==> src/rtl/hwacc_dispatcher_pkg.sv <==
// rtl/hwacc_dispatcher_pkg.sv - shared types, widths and helpers for the accelerator dispatcher
package hwacc_package;

  // Width of an index over n items, never narrower than one bit.
  function automatic int clog2_min1(input int n);
    return (n <= 2) ? 1 : $clog2(n);
  endfunction

  localparam int N_HWACC_DEF = 3;
  localparam int ACC_ID_W    = clog2_min1(N_HWACC_DEF);

  typedef enum logic [1:0] {
    ST_IDLE  = 2'd0,
    ST_START = 2'd1,
    ST_RUN   = 2'd2,
    ST_CPL   = 2'd3
  } hwacc_disp_state_e;

endpackage

==> src/rtl/hwacc_dispatcher_rr_arbiter.sv <==
// rtl/hwacc_dispatcher_rr_arbiter.sv - round-robin requester arbiter, one per accelerator
module hwacc_rr_arbiter
  import hwacc_package::*;
#(
  parameter int N_REQ = 8
) (
  input  logic                          clk_i,
  input  logic                          rst_i,
  input  logic [N_REQ-1:0]              req_i,
  input  logic                          en_i,
  output logic [N_REQ-1:0]              gnt_o,
  output logic                          gnt_valid_o,
  output logic [clog2_min1(N_REQ)-1:0]  gnt_idx_o
);

  localparam int IDX_W = clog2_min1(N_REQ);

  logic [IDX_W-1:0] ptr_q;

  // Pick the lowest requesting index at or after the pointer, wrapping around.
  always_comb begin
    int idx;
    idx         = 0;
    gnt_o       = '0;
    gnt_valid_o = 1'b0;
    gnt_idx_o   = '0;
    if (en_i) begin
      for (int i = 0; i < N_REQ; i++) begin
        idx = int'(ptr_q) + i;
        if (idx >= N_REQ) idx = idx - N_REQ;
        if (!gnt_valid_o && req_i[idx]) begin
          gnt_valid_o = 1'b1;
          gnt_o[idx]  = 1'b1;
          gnt_idx_o   = IDX_W'(idx);
        end
      end
    end
  end

  // Move the pointer just past each winner so it becomes lowest priority next time.
  always_ff @(posedge clk_i) begin
    if (rst_i) begin
      ptr_q <= '0;
    end else if (gnt_valid_o) begin
      ptr_q <= (int'(gnt_idx_o) == N_REQ - 1) ? '0 : gnt_idx_o + IDX_W'(1);
    end
  end

endmodule

==> src/rtl/hwacc_dispatcher.sv <==
// rtl/hwacc_dispatcher.sv - dispatches requester jobs to accelerators; watchdog under HWACC_DISPATCHER_TIMEOUT_EN
module hwacc_dispatcher
  import hwacc_package::*;
#(
  parameter int N_REQ       = 8,
  parameter int N_HWACC     = 3,
  parameter int JOB_W       = 32,
  parameter int TIMEOUT_CYC = 1024
) (
  input  logic                                     clk_i,
  input  logic                                     rst_i,
  input  logic [N_REQ-1:0]                         req_valid_i,
  output logic [N_REQ-1:0]                         req_ready_o,
  input  logic [N_REQ*clog2_min1(N_HWACC)-1:0]     req_acc_i,
  input  logic [N_REQ*JOB_W-1:0]                   req_job_i,
  output logic [N_HWACC-1:0]                       acc_start_o,
  output logic [N_HWACC*JOB_W-1:0]                 acc_job_o,
  input  logic [N_HWACC-1:0]                       acc_done_i,
  output logic [N_HWACC-1:0]                       acc_clear_o,
  output logic [N_REQ-1:0]                         cpl_valid_o,
  output logic [N_REQ-1:0]                         cpl_err_o,
  output logic [N_HWACC-1:0]                       busy_o
);

  localparam int ID_W  = clog2_min1(N_HWACC);
  localparam int IDX_W = clog2_min1(N_REQ);

  logic [ID_W-1:0]  req_id    [N_REQ];
  logic [N_REQ-1:0] inv_gnt;
  logic [N_REQ-1:0] inv_cpl_q;
  logic [N_REQ-1:0] acc_gnt   [N_HWACC];
  logic [IDX_W-1:0] acc_owner [N_HWACC];
  logic             acc_cpl   [N_HWACC];
  logic             acc_err   [N_HWACC];

  // Unpack target IDs; out-of-range IDs are granted at once and completed with error.
  for (genvar r = 0; r < N_REQ; r++) begin : g_req
    assign req_id[r]  = req_acc_i[r*ID_W +: ID_W];
    assign inv_gnt[r] = req_valid_i[r] && (int'(req_id[r]) >= N_HWACC);
  end

  // Error completion for an invalid ID lands one cycle after its grant.
  always_ff @(posedge clk_i) begin
    if (rst_i) inv_cpl_q <= '0;
    else       inv_cpl_q <= inv_gnt;
  end

  for (genvar a = 0; a < N_HWACC; a++) begin : g_acc
    logic [N_REQ-1:0]  cand;
    logic [N_REQ-1:0]  gnt;
    logic              gnt_v;
    logic [IDX_W-1:0]  gnt_idx;
    hwacc_disp_state_e state_q;
    logic [JOB_W-1:0]  job_q;
    logic [IDX_W-1:0]  owner_q;
    logic              start_q;
    logic              busy_q;
    logic              cpl_q;
    logic              err_q;
`ifdef HWACC_DISPATCHER_TIMEOUT_EN
    localparam int CNT_W = clog2_min1(TIMEOUT_CYC);
    logic [CNT_W-1:0]  cnt_q;
    logic              clr_q;
`endif

    // Requesters whose target ID matches this accelerator.
    always_comb begin
      cand = '0;
      for (int r = 0; r < N_REQ; r++) begin
        cand[r] = req_valid_i[r] && (req_id[r] == ID_W'(a));
      end
    end

    hwacc_rr_arbiter #(
      .N_REQ (N_REQ)
    ) u_arb (
      .clk_i       (clk_i),
      .rst_i       (rst_i),
      .req_i       (cand),
      .en_i        (state_q == ST_IDLE),
      .gnt_o       (gnt),
      .gnt_valid_o (gnt_v),
      .gnt_idx_o   (gnt_idx)
    );

    // Job lifecycle IDLE -> START -> RUN -> CPL with registered pulses.
    always_ff @(posedge clk_i) begin
      if (rst_i) begin
        state_q <= ST_IDLE;
        job_q   <= '0;
        owner_q <= '0;
        start_q <= 1'b0;
        busy_q  <= 1'b0;
        cpl_q   <= 1'b0;
        err_q   <= 1'b0;
`ifdef HWACC_DISPATCHER_TIMEOUT_EN
        cnt_q   <= '0;
        clr_q   <= 1'b0;
`endif
      end else begin
        start_q <= 1'b0;
        cpl_q   <= 1'b0;
        err_q   <= 1'b0;
`ifdef HWACC_DISPATCHER_TIMEOUT_EN
        clr_q   <= 1'b0;
`endif
        case (state_q)
          ST_IDLE: begin
            if (gnt_v) begin
              state_q <= ST_START;
              job_q   <= req_job_i[gnt_idx*JOB_W +: JOB_W];
              owner_q <= gnt_idx;
              start_q <= 1'b1;
              busy_q  <= 1'b1;
            end
          end
          ST_START: begin
            state_q <= ST_RUN;
`ifdef HWACC_DISPATCHER_TIMEOUT_EN
            cnt_q   <= '0;
`endif
          end
          ST_RUN: begin
            if (acc_done_i[a]) begin
              state_q <= ST_CPL;
              cpl_q   <= 1'b1;
            end
`ifdef HWACC_DISPATCHER_TIMEOUT_EN
            else if (cnt_q == CNT_W'(TIMEOUT_CYC - 1)) begin
              state_q <= ST_CPL;
              cpl_q   <= 1'b1;
              err_q   <= 1'b1;
              clr_q   <= 1'b1;
            end else begin
              cnt_q   <= cnt_q + CNT_W'(1);
            end
`endif
          end
          ST_CPL: begin
            state_q <= ST_IDLE;
            busy_q  <= 1'b0;
          end
          default: state_q <= ST_IDLE;
        endcase
      end
    end

    assign acc_gnt[a]                 = gnt;
    assign acc_owner[a]               = owner_q;
    assign acc_cpl[a]                 = cpl_q;
    assign acc_err[a]                 = err_q;
    assign acc_start_o[a]             = start_q;
    assign busy_o[a]                  = busy_q;
    assign acc_job_o[a*JOB_W +: JOB_W] = job_q;
`ifdef HWACC_DISPATCHER_TIMEOUT_EN
    assign acc_clear_o[a]             = clr_q;
`else
    assign acc_clear_o[a]             = 1'b0;
`endif
  end

  // Merge grants and route each accelerator completion back to its owner.
  always_comb begin
    logic [N_REQ-1:0] rdy;
    logic [N_REQ-1:0] cv;
    logic [N_REQ-1:0] ce;
    rdy = inv_gnt;
    cv  = inv_cpl_q;
    ce  = inv_cpl_q;
    for (int a = 0; a < N_HWACC; a++) begin
      rdy = rdy | acc_gnt[a];
      for (int r = 0; r < N_REQ; r++) begin
        if (acc_cpl[a] && (acc_owner[a] == IDX_W'(r))) begin
          cv[r] = 1'b1;
          ce[r] = ce[r] | acc_err[a];
        end
      end
    end
    req_ready_o = rst_i ? '0 : rdy;
    cpl_valid_o = rst_i ? '0 : cv;
    cpl_err_o   = rst_i ? '0 : ce;
  end

endmodule

==> config.mk <==
export PLATFORM = sky130hd
export DESIGN_NAME = hwacc_dispatcher
export DESIGN_NICKNAME = d
export VERILOG_FILES = /design/src/rtl/hwacc_dispatcher_pkg.sv /design/src/rtl/hwacc_dispatcher_rr_arbiter.sv /design/src/rtl/hwacc_dispatcher.sv
export SDC_FILE = /design/constraint.sdc
export NUM_CORES = 1
export LEC_CHECK = 0
export CORE_MARGIN = 8
export CORE_UTILIZATION = 52
export CTS_CLUSTER_SIZE = 12
export DETAILED_ROUTE_END_ITERATION = 12
export PLACE_DENSITY = 0.95
export SETUP_SLACK_MARGIN = 0.2
export SYNTH_ARGS = -nofsm -noshare
export SYNTH_HDL_FRONTEND = slang
export SYNTH_HIERARCHICAL = 1
export SYNTH_SLANG_ARGS = --single-unit
export TNS_END_PERCENT = 1
==> constraint.sdc <==
create_clock -name clk_i -period 7.3 [get_ports clk_i]
set_clock_uncertainty 0.1 [all_clocks]
set_input_delay 0.73 -clock clk_i [delete_from_list [all_inputs] [get_ports clk_i]]
set_output_delay 0.73 -clock clk_i [all_outputs]
set_load 0.01 [all_outputs]
After elaboration in Yosys (flattened, before gate mapping):

Cells that the tools add are included.

* input port bits: 285
* bits in registers: 137
* output and inout bits: 129

* shift operators: 3
* $lt $le $gt $ge: 80
* multiplexer cells: 342
* $add $sub $neg: 48
* equal/unequal tests: 55
* bitwise gates (word level): 30
* reduce and logical (&&, ||, !) cells: 154

Operators with widths (number)
* $mux W32: 48
* $ge A32 B1 Y1 const B: 24
* $lt A32 B5 Y1 const B: 24
* $shiftx A256 B9 Y32: 3
* $ge A32 B5 Y1 const B: 21
* $sub A32 B5 Y32 const B: 21
* $mux W8: 51
* $or A8 B8 Y8: 24
* $mux W1: 153
* $logic_and A1 B1 Y1: 101
* $mux W3: 30
* $bmux W1 S3: 24
* $demux W1 S3: 24
* $add A3 B3 Y4 const B: 12
* $eq A3 B3 Y1 const B: 12
* $eq A2 B2 Y1 const B: 14
* $add A3 B2 Y4 const B: 6
* $pmux W2 S4: 3
* $eq A2 B1 Y1 const B: 11
* $logic_not A2 Y1: 11
* $logic_not A1 Y1: 21
* $eq A3 B1 Y1 const B: 6
* $eq A3 B2 Y1 const B: 6
* $reduce_and A2 Y1: 9
* other kinds (12): 53

Longest topological paths before layout:

* depth in word-level cells: 40
* mapped depth: 22

Modules after synthesis:

The synthesis kept the hierarchy.

Modules (own cells, without submodules)
* hwacc_dispatcher: cells each 1344, area an instance 11970.2 um2, times used 1
* hwacc_rr_arbiter (g_acc[1].u_arb): cells each 232, area an instance 1890.6 um2, times used 1
* hwacc_rr_arbiter (g_acc[0].u_arb): cells each 208, area an instance 1746.7 um2, times used 1
* hwacc_rr_arbiter (g_acc[2].u_arb): cells each 227, area an instance 1745.4 um2, times used 1

Worst setup path after synthesis:

Ideal clock, no wire load.

* path kind: reg2out
* start: reg g_acc[2].u_arb.ptr_q[1]
* end: out req_ready_o[7]
* stages on the path, launching flop included: 16
* arrival time: 4.234 ns
* required time: 6.470 ns
* buffers on the path: 4
* path slack: 2.236 ns
* path through: dfxtp_1 > buf_1 > inv_1 > ha_1 > clkbuf_1 > mux4_2 > mux2_2 > or3_1 > buf_2 > or4_4 > buf_6 > or3_1 > a22oi_2 > o311a_1 > nor3_1 > o21bai_1

* word-level cells in the longest chain between the ends: 38

RTL lines
* start, declared: RTL line hwacc_dispatcher_rr_arbiter.sv:18 `logic [IDX_W-1:0] ptr_q;`
* start signal, assigned: RTL line hwacc_dispatcher_rr_arbiter.sv:45 `ptr_q <= (int'(gnt_idx_o) == N_REQ - 1) ? '0 : gnt_idx_o + IDX_W'(1);`
* branches (longest 34 deep; another with $sub A32 B5 Y32)
* $mux W8 *: RTL line hwacc_dispatcher_rr_arbiter.sv:31 `if (!gnt_valid_o && req_i[idx]) begin`
* $mux W8 *: RTL line hwacc_dispatcher_rr_arbiter.sv:27 `if (en_i) begin`
* named net g_acc[2].gnt[7]: RTL line hwacc_dispatcher.sv:50 `logic [N_REQ-1:0] gnt;`
* $or A8 B8 Y8 *: RTL line hwacc_dispatcher.sv:171 `rdy = rdy | acc_gnt[a];`
* $mux W8 *: RTL line hwacc_dispatcher.sv:179 `req_ready_o = rst_i ? '0 : rdy;`
* end, declared: RTL line hwacc_dispatcher.sv:13 `output logic [N_REQ-1:0] req_ready_o,`

Mark *: on every way through the listed nets, which the timed path passes. The select of a mux whose other input is x is not followed.

Final worst setup path:

Ends and elaborated chain as after synthesis.

==> out/qor.yml <==
worst_setup_path:
  cp.required_ns: 6.47
  cp_slowest_cell: "dfxtp_1"
  worstSetupEndpoint: "req_ready_o[7]"
  arrival_ns: 5.52
  r2r-start: "g_acc[0].u_arb/ptr_q[1]$_SDFFE_PP0P_"
  cp-end-kind: "output port"
  startpoint: "g_acc[2].u_arb/ptr_q[1]$_SDFFE_PP0P_"
  crit_fanout: 15
  r2r_slack_ns: 1.16
  cpPeakStageDelay_ns: 0.78
  worstSetupStartpointType: "register"
  reg2regPathDepth: 11
  cp_common_cell: "or3_1"
  path_cells: "inv_1, ha_1, mux4_2, mux2_2, or3_1, or4_4, or3_1, a22oi_2, o311a_1, nor3_1, o21bai_1, clkdlybuf4s50_1"
  r2r_end: "g_acc[0].job_q[0]$_SDFFE_PP0P_"
  critPathKind: "register to output port"
clock_network:
  cts_hold_buf: 0
  insertion_delay_ns: 0.44
  htree_levels: 4
  cts_setup_buffers: 0
  cts_resized: 0
  cts_tree: "done"
  cts_buffers: 17
  clk_pin_slew_ns: 0.06
  cts_num_sinks: 137
  clockRootBuffer: "clkbuf_16"
  clk_path_buf_depth: 2
grt:
  grt_max_degree: 74
  grt_pass1_vias: 19200
  gr-usage-all-layers_pct: 38.1
  antenna_found_initial: 17
  grt_util_met2_pct: 58.3
  grt_overflow: 0
  grt_pass1_wl_mm: 116
  grt.busiest_layer: "met2"
  grtUsageMet3_pct: 12.6
  gr-usage-met1_pct: 45.2
pwr:
  clock_power_share_pct: 8.9
  p_sw_mw: 6.80
  seqPwrFrac_pct: 9.9
  ir_drop_mv: 0.559
  p_leak_nw: 7.64
  p_int_mw: 5.62
  power_frac_comb_pct: 81.3
  powerDensity_mw_per_mm2: 567
  swShare_pct: 54.7
synth:
  synth_seq_cells: 137
  synthAdderAreaFrac_pct: 2.81
  synth_edf_count: 0
  synth_top_cell_area_share_pct: 23.6
  synthArstFlopShare_pct: 0
  synth_most_common_cell: "mux2i_1"
  ys_top_cells_by_area: "mux2i_1 24%, dfxtp_1 16%, a22oi_1 8.6%, nor3_2 5.7%, mux4_2 4.4%"
  synth_compound_area_share_pct: 20.9
  synth_commonest_cells: "409 x mux2i_1, 199 x a22oi_1, 175 x nor2_1"
  yosys_warnings: 6
  syn_area_mm2: 0.0174
  synth_area_leader_cell: "mux2i_1"
  synth.area.mux_share_pct: 30.5
  synth_cell_type_count: 108
  synth_top_family_by_area: "multiplexers"
  synthCells: 2011
  synth-xor-area-share_pct: 0.815
  synth-simple-area-share_pct: 19.9
  yosysSeqAreaShare_pct: 15.8
  avgSynthCellArea_um2: 8.63
  ys.flop_type: "dfxtp_1"
final_layout:
  final.fill_count: 2602
  register_area_mm2: 0.00274
  nNetsFinal: 2624
  multiInputGateArea_mm2: 0.0131
  fin_cells: 2775
  syn_to_final_growth_pct: 26.3
  stdcell_area_mm2: 0.0219
  drive_above_1_share_pct: 12.2
placed_design:
  port-buffer-count: 410
  dp_hpwl_mm: 56.6
  post-place-cells: 2729
  place.gp.congestion: 1.00
  post_dp_cell_area_mm2: 0.0212
die:
  coreArea_mm2: 0.0332
  die-area_mm2: 0.0395
  die_h_um: 199
  die_w_um: 199
  io-pin-count: 414
  initial_core_util_pct: 52.3
  rows: 67
routing:
  drt_wl_total_mm: 78.7
  num_vias: 19500
  drc: 0
  ant_nets: 0
  routedWlPerCell_um: 28.3
  first_iter_violations: 2596
  viasPerCell: 7.01
  drtPass1Iterations: 10
timing:
  drv_slew: 0
  worst_pin_slew_ns: 1.17
  post-route-period-util_pct: 87.0
  rsz0062_at_grt: "no"
  slew_headroom_pct: 21.7
  setup_viol_count_final: 0
  hold_viol_final: 0
  whs_ns: 0.386
  fin_setup_tns_ns: 0
  layout_min_cycle_time_ns: 6.35
  fmax_mhz: 157
status:
  outcome: "complete, no violations"
run:
  drv_cap: 0
hold_path:
  hp-class: "register to register"
[power groups by stage]
stage          Clock [mW]  Sequential, mW  Combinational [mW]
6_report             1.10            1.23                10.1
5_1_grt              1.14            1.24                10.5
4_1_cts              1.11            1.21                9.74
3_5_place_dp            0            1.22                9.68
3_3_place_gp            0            1.21                9.47
2_1_floorplan           0            1.24                7.36
[through the flow]
step | total power, mW | setup slack, ns | utilization [%]
global placement | 10.7 | 1.23 | 63.7
finish | 12.4 | 0.951 | 66.0
CTS | 12.1 | 0.983 | 65.9
global route | 12.9 | 0.632 | 66.0
floorplan | 8.59 | 2.24 | -
detailed placement | 10.9 | 1.16 | 63.7
[area by class of cell]
class | count | share of cell area (%)
Timing Repair Buffer | 458 | 20.8
Inverter | 36 | 0.617
Multi-Input combinational cell | 1650 | 60.0
Clock buffer | 19 | 2.07
Antenna cell | 16 | 0.183
Tap cell | 448 | 2.56
Sequential cell | 137 | 12.5
Clock inverter | 11 | 1.22
[worst min-delay path by stage]
stage,from,end,slack (ns),depth (start not counted)
2_1_floorplan,g_acc[0].busy_q$_SDFFE_PP0P_,g_acc[0].busy_q$_SDFFE_PP0P_,0.36,2
3_3_place_gp,g_acc[1].busy_q$_SDFFE_PP0P_,g_acc[1].busy_q$_SDFFE_PP0P_,0.37,2
3_5_place_dp,g_acc[2].busy_q$_SDFFE_PP0P_,g_acc[2].busy_q$_SDFFE_PP0P_,0.38,2
4_1_cts,g_acc[2].busy_q$_SDFFE_PP0P_,g_acc[2].busy_q$_SDFFE_PP0P_,0.39,2
5_1_grt,g_acc[0].busy_q$_SDFFE_PP0P_,g_acc[0].busy_q$_SDFFE_PP0P_,0.43,2
6_report,g_acc[0].busy_q$_SDFFE_PP0P_,g_acc[0].busy_q$_SDFFE_PP0P_,0.39,2
[critical path: cells and delay by family, from the launching register on]
kind	cells	cell delay (ns)
adder cells (fa/ha/maj)	1	0.63
AND/OR/NAND/NOR	4	1.45
flip-flops	1	0.78
buffers and inverters	2	0.89
AO/OA/AOI/OAI	3	0.55
multiplexers	2	0.77
[registers in the layout, summed over array words and instances, names as in the netlist]
| signal | cells |
|---|---|
| g_acc.start_q | 3 |
| g_acc.owner_q | 9 |
| g_acc.cpl_q | 3 |
| g_acc.busy_q | 3 |
| g_acc.job_q | 96 |
| inv_cpl_q | 8 |
| g_acc.u_arb/ptr_q | 9 |
| g_acc.state_q | 6 |
[metal layers]
layer | vias to the layer above | part of all wire (%)
met5 | - | 0.038
met4 | 6 | 7.4
met3 | 455 | 12
met2 | 1564 | 44
met1 | 9170 | 36
li1 | 8270 | -
[cells in the final DEF, fill, tap and decap left out, types with 15 or more instances in the layout]
cell               n
inv_1             29
nor3_2            98
clkbuf_16         17
nor3b_1           18
nand3_1           28
diode_2           16
nor2_1           172
o21ai_0           26
ha_1              39
a22oi_1          199
mux2_2            15
nor4_1            17
dfxtp_1          137
nand2b_1          15
nor3_1            37
mux2i_1          409
clkdlybuf4s50_1  409
a21oi_1          142
buf_4             40
a31oi_1           23
mux4_2            34
nand2_1          114
[kinds of logic (layout without fill, tap and decap cells)]
family	Yosys count	in the layout
adders and majority gates	39	39
muxes	473	473
and+or+nand+nor	600	600
DFF	137	137
AOI/OAI and AO/OA	521	521
xor gates and xnor gates	14	14
other	1	19
buffers and inverters	226	524
Note: power is estimated with default switching activity, not from simulation.
